**src/rtl/ym3438_dac_pkg.sv**
```systemverilog
// Shared constants, frame-accumulator states and the PCM DAC sample mapping for the YM3438
// DAC output stage.
package ym3438_dac_pkg;

  localparam int unsigned ACC_W  = 9;
  localparam int unsigned MIX_W  = 12;
  localparam int unsigned NUM_CH = 6;
  localparam int unsigned IDX_W  = 3;

  typedef enum logic {
    StIdle,
    StRun
  } acc_st_e;

  // Offset-binary PCM byte to signed 9-bit sample, test bit as LSB.
  function automatic logic [ACC_W-1:0] dac_pcm_to_smp(input logic [7:0] dac_data,
                                                      input logic       dac_test);
    return {~dac_data[7], dac_data[6:0], dac_test};
  endfunction

endpackage

```
**src/rtl/ym3438_dac_frame_acc.sv**
```systemverilog
// One side (L or R) of the per-frame channel mixer: sums the six channel samples of a frame
// and latches the total at the next frame boundary if the load count was exactly right.
module ym3438_dac_frame_acc
  import ym3438_dac_pkg::*;
(
  input  logic             clk_i,
  input  logic             reset_i,
  input  logic             c1_i,
  input  logic             sel0_i,
  input  logic             load_i,
  input  logic [ACC_W-1:0] contrib_i,
  output logic [MIX_W-1:0] mix_o,
  output logic             mix_valid_o,
  output logic             seq_err_o
);

  acc_st_e          st_q, st_d;
  logic [IDX_W-1:0] idx_q, idx_d;
  logic [MIX_W-1:0] acc_q, acc_d;
  logic [MIX_W-1:0] mix_q, mix_d;
  logic             mix_valid_q, mix_valid_d;
  logic             seq_err_q, seq_err_d;
  logic [MIX_W-1:0] contrib_ext;

  assign contrib_ext = {{(MIX_W - ACC_W){contrib_i[ACC_W-1]}}, contrib_i};

  always_comb begin
    st_d        = st_q;
    idx_d       = idx_q;
    acc_d       = acc_q;
    mix_d       = mix_q;
    mix_valid_d = 1'b0;
    seq_err_d   = seq_err_q;
    if (c1_i) begin
      if (sel0_i) begin
        if (st_q == StRun) begin
          if (idx_q == IDX_W'(NUM_CH)) begin
            mix_d       = acc_q;
            mix_valid_d = 1'b1;
          end else begin
            seq_err_d = 1'b1;
          end
        end else begin
          st_d = StRun;
        end
        acc_d = load_i ? contrib_ext : '0;
        idx_d = load_i ? IDX_W'(1) : '0;
      end else if (load_i) begin
        if (idx_q < IDX_W'(NUM_CH)) begin
          acc_d = acc_q + contrib_ext;
          idx_d = idx_q + IDX_W'(1);
        end else begin
          // Surplus load: pin idx past NUM_CH so the boundary check also fails.
          idx_d     = IDX_W'(NUM_CH + 1);
          seq_err_d = 1'b1;
        end
      end
    end
  end

  always_ff @(posedge clk_i) begin
    if (reset_i) begin
      st_q        <= StIdle;
      idx_q       <= '0;
      acc_q       <= '0;
      mix_q       <= '0;
      mix_valid_q <= 1'b0;
      seq_err_q   <= 1'b0;
    end else begin
      st_q        <= st_d;
      idx_q       <= idx_d;
      acc_q       <= acc_d;
      mix_q       <= mix_d;
      mix_valid_q <= mix_valid_d;
      seq_err_q   <= seq_err_d;
    end
  end

  assign mix_o       = mix_q;
  assign mix_valid_o = mix_valid_q;
  assign seq_err_o   = seq_err_q;

endmodule

```
**src/rtl/ym3438_dac_out.sv**
```systemverilog
// YM3438 DAC output stage: captures channel samples on load strobes, applies the channel-6
// PCM substitution and pan, drives per-slot samples and per-frame L/R mix totals.
module ym3438_dac_out
  import ym3438_dac_pkg::*;
(
  input  logic             MCLK,
  input  logic             reset,
  input  logic             c1,
  input  logic             fsm_sel0,
  input  logic             fsm_dac_load,
  input  logic             fsm_dac_out_sel,
  input  logic             fsm_dac_ch6,
  input  logic [ACC_W-1:0] ch_acc,
  input  logic             pan_l,
  input  logic             pan_r,
  input  logic             dac_en,
  input  logic [7:0]       dac_data,
  input  logic             dac_test,
  output logic [ACC_W-1:0] dac_slot_l,
  output logic [ACC_W-1:0] dac_slot_r,
  output logic             dac_slot_valid,
  output logic [MIX_W-1:0] mix_l,
  output logic [MIX_W-1:0] mix_r,
  output logic             mix_valid,
  output logic             seq_err
);

  logic [ACC_W-1:0] smp, contrib_l, contrib_r;
  logic [ACC_W-1:0] hold_l_q, hold_l_d, hold_r_q, hold_r_d;
  logic [ACC_W-1:0] slot_l_q, slot_l_d, slot_r_q, slot_r_d;
  logic             slot_valid_q, slot_valid_d;
  logic             mix_valid_l, mix_valid_r, seq_err_l, seq_err_r;

  assign smp       = (fsm_dac_ch6 && dac_en) ? dac_pcm_to_smp(dac_data, dac_test) : ch_acc;
  assign contrib_l = pan_l ? smp : '0;
  assign contrib_r = pan_r ? smp : '0;

  // Slot output reads the pre-load hold value, so a same-cycle load shows up one slot later.
  always_comb begin
    hold_l_d     = hold_l_q;
    hold_r_d     = hold_r_q;
    slot_l_d     = slot_l_q;
    slot_r_d     = slot_r_q;
    slot_valid_d = slot_valid_q;
    if (c1) begin
      if (fsm_dac_load) begin
        hold_l_d = contrib_l;
        hold_r_d = contrib_r;
      end
      slot_l_d     = fsm_dac_out_sel ? hold_l_q : '0;
      slot_r_d     = fsm_dac_out_sel ? hold_r_q : '0;
      slot_valid_d = fsm_dac_out_sel;
    end
  end

  always_ff @(posedge MCLK) begin
    if (reset) begin
      hold_l_q     <= '0;
      hold_r_q     <= '0;
      slot_l_q     <= '0;
      slot_r_q     <= '0;
      slot_valid_q <= 1'b0;
    end else begin
      hold_l_q     <= hold_l_d;
      hold_r_q     <= hold_r_d;
      slot_l_q     <= slot_l_d;
      slot_r_q     <= slot_r_d;
      slot_valid_q <= slot_valid_d;
    end
  end

  assign dac_slot_l     = slot_l_q;
  assign dac_slot_r     = slot_r_q;
  assign dac_slot_valid = slot_valid_q;

  ym3438_dac_frame_acc u_acc_l (
    .clk_i       (MCLK),
    .reset_i     (reset),
    .c1_i        (c1),
    .sel0_i      (fsm_sel0),
    .load_i      (fsm_dac_load),
    .contrib_i   (contrib_l),
    .mix_o       (mix_l),
    .mix_valid_o (mix_valid_l),
    .seq_err_o   (seq_err_l)
  );

  ym3438_dac_frame_acc u_acc_r (
    .clk_i       (MCLK),
    .reset_i     (reset),
    .c1_i        (c1),
    .sel0_i      (fsm_sel0),
    .load_i      (fsm_dac_load),
    .contrib_i   (contrib_r),
    .mix_o       (mix_r),
    .mix_valid_o (mix_valid_r),
    .seq_err_o   (seq_err_r)
  );

  // Both sides run identical sequencing, so their flags always agree.
  assign mix_valid = mix_valid_l & mix_valid_r;
  assign seq_err   = seq_err_l | seq_err_r;

endmodule

```
**config.mk**
```make
export PLATFORM = sky130hd
export DESIGN_NAME = ym3438_dac_out
export DESIGN_NICKNAME = d
export VERILOG_FILES = /design/src/rtl/ym3438_dac_pkg.sv /design/src/rtl/ym3438_dac_frame_acc.sv /design/src/rtl/ym3438_dac_out.sv
export SDC_FILE = /design/constraint.sdc
export NUM_CORES = 1
export LEC_CHECK = 0
export CAP_MARGIN = 20
export CORE_MARGIN = 2
export CORE_UTILIZATION = 55
export CTS_CLUSTER_SIZE = 16
export DETAILED_ROUTE_END_ITERATION = 8
export GPL_TIMING_DRIVEN = 1
export PLACE_DENSITY = 0.87
export SYNTH_ARGS = -nofsm -noshare
export SYNTH_HDL_FRONTEND = slang
export SYNTH_HIERARCHICAL = 1
export SYNTH_SLANG_ARGS = --single-unit
```
**constraint.sdc**
```tcl
create_clock -name MCLK -period 4.3 [get_ports MCLK]
set_input_delay 0.86 -clock MCLK [delete_from_list [all_inputs] [get_ports MCLK]]
set_output_delay 0.86 -clock MCLK [all_outputs]
set_load 0.01 [all_outputs]
```
==> results.tsv <==
metric	value	unit
synthCells	588	
grtUsageTotal	26.1	%
yosys.area_share.adder	7.08	%
ctsHoldBuffers	0	
wl_met3	692	um
ys.flop_type	dfxtp_1	
place_hpwl	9.30	mm
routabilityCongestion	0.934	
avgSynthCellArea	8.77	um2
io_pins	73	
layout.nets	706	
synth_area	5160	um2
antenna_cells	0	
synth-simple-area-share	19.1	%
num_rows	35	
fin_crit	3.41	ns
arrival	3.68	ns
syn_to_final_growth	18.8	%
first_pass_iters	5	
fin_skew	0.0165	ns
synth-seq-area-share	37.7	%
synth_cell_types	57	
wl_met1	5.96	mm
cts_tree	built	
via_per_inst	5.89	
cts_root_buf	clkbuf_8	
max_freq	294	MHz
clkTransAtPathRegs	0.11	ns
grt_pass1_vias	4220	
grt_max_degree	41	
cts_resized	0	
timing.final.ws_setup	0.893	ns
synthXorXnorAreaFrac	0.679	%
maxSlewViolCount	0	
antenna_found_initial	0	
grt-ovfl-total	0	
worstPathMaxFanout	8	
synth.ff_latch_count	97	
ant_nets	0	
irDropWorstVdd	0.184	mV
hold_violations	0	
placed_area	5910	um2
synth_fp_nets	644	
powerDensity	314	nW/um2
synth_most_common_cell	dfxtp_1	
clk_latency	0.38	ns
ys_warn_count	6	
initial_utilization	56.3	%
postCtsSetupRepairBufs	0	
synth_edf_count	0	
cts_made_buffers	9	
setup_viol	0	
ctsHtreeMaxLevel	3	
maxSlewHeadroom	49.9	%
port-buffer-count	72	
tightest_slew	0.751	ns
cts.sinks	97	
nFillCells	750	
synth_compound_area_share	24.3	%
criticalPathCategory	in2reg	
stdcell_area	6130	um2
period_share	79.2	%
synth_top_cell_area_share	37.7	%
grt_pass1_wl	20.9	mm
hp-class	reg2reg	
drc	0	
synth_area_leaders	dfxtp_1 (38%), mux2i_1 (7.0%), ha_1 (6.3%)	
final_util	67.0	%
hold_ws	0.465	ns
drt_iter0_drc	208	
dieWidth	101	um
endpoint_kind	flop	
synth_common_cells	dfxtp_1 (97), nor2_1 (80), nand2_1 (47)	
multi_input_area	3020	um2
synth_top_family_by_area	compound AO/OA/AOI/OAI gates	
wl_per_cell	16.6	um
rsz0062_at_grt	false	
top_layer_used	met4	
fin_tns_setup	0	ns
dr_wl_met2	5.88	mm
p_leak	2.27	nW
drive_gt1_share	8.09	%
core_area	9150	um2
wl	12.7	mm
die-area	10200	um2
maxCapViolCount	0	
dieHeight	101	um
status	complete, no violations	
synth_mux_area_share	7.42	%
seq_area	1940	um2
async_flop_share	0	%
pre_cts_slack	0.489	ns
critical_path_required	4.57	ns
cts_buffer_depth	2	
start_kind	input pin	
via_count	4514	
yosys.area.top_type	dfxtp_1	
-- kinds of logic (layout without fill, tap and decap cells) --
logic type	after synthesis	after routing
adder cells (fa/ha/maj)	28	28
flip-flops	97	97
AND/OR/NAND/NOR	205	205
XOR/XNOR	4	4
AO/OA/AOI/OAI	177	177
multiplexers	38	38
buffers and inverters	39	106
-- metal layers --
layer,vias up,global-route usage [%]
met4,0,8.54
met3,17,3.61
met5,-,0
met1,2115,37.5
li1,2256,-
met2,126,40.6
-- per-stage QoR --
step           power [mW]  instances
2_1_floorplan        1.20        588
3_3_place_gp         1.29        750
3_5_place_dp         1.30        750
4_1_cts              1.94        766
5_1_grt              2.02        766
6_report             1.93        766
-- path summary, 6_finish.rpt --
kind / from / end / slack (ns) / depth (start not counted)
worst min-delay path: hold_l_q[0] / hold_l_q[0] / 0.47 / 2
worst max-delay path: fsm_dac_ch6 / u_acc_r/acc_q[11] / 0.89 / 10
worst max register to register: u_acc_l/acc_q[0] / u_acc_l/acc_q[8] / 2.25 / 8
worst min register to register: hold_l_q[0] / hold_l_q[0] / 0.47 / 2
-- cells in the final DEF (no fill, tap or decap), drive strengths merged, types with 4 or more instances in the layout --
master          n
dfxtp          97
nor2           80
clkdlybuf4s50  71
nand2          48
a21oi          44
o21ai          42
mux2i          36
ha             26
nor2b          26
a22oi          25
a211oi         20
inv            12
nor3           10
nand3           9
clkbuf          9
o21a            8
a21o            8
buf             8
a31oi           7
and2            6
and3            6
clkinv          5
nand4           4
a311oi          4
nand3b          4
xnor2           4
a21boi          4
or3             4
-- area by class of cell --
cell class | count | area share [%]
Clock buffer | 9 | 2.02
Timing Repair Buffer | 79 | 12.5
Sequential cell | 97 | 31.7
Tap cell | 111 | 2.27
Inverter | 11 | 0.674
Clock inverter | 7 | 1.55
Multi-Input combinational cell | 452 | 49.3
-- where the power goes --
group | total, mW | internal, mW | switching, mW
Combinational | 0.329 | 0.136 | 0.193
Clock | 0.647 | 0.286 | 0.361
Sequential | 0.950 | 0.926 | 0.0241
-- flip-flops by register name, summed over array words and instances, names as in the netlist --
| name | flops |
|---|---|
| hold_l_q | 9 |
| u_acc_l/mix_o | 12 |
| hold_r_q | 9 |
| dac_slot_r | 9 |
| u_acc_r/st_q | 1 |
| dac_slot_l | 9 |
| u_acc_r/mix_o | 12 |
| u_acc_l/seq_err_o | 1 |
| dac_slot_valid | 1 |
| u_acc_l/mix_valid_o | 1 |
| u_acc_l/acc_q | 12 |
| u_acc_r/acc_q | 12 |
| u_acc_l/st_q | 1 |
| u_acc_l/idx_q | 3 |
| u_acc_r/seq_err_o | 1 |
| u_acc_r/idx_q | 3 |
| u_acc_r/mix_valid_o | 1 |
-- worst max-delay path: stages --
cell and delay (ns):
clkdlybuf4s50_1 0.50, nand2_4 0.21, mux2i_1 0.47, nor2b_1 0.13
ha_1 0.40, a21o_1 0.23, a21oi_4 0.21, a21oi_1 0.11
a211oi_2 0.21, mux2_1 0.34
Note: power is estimated with default switching activity, not from simulation.
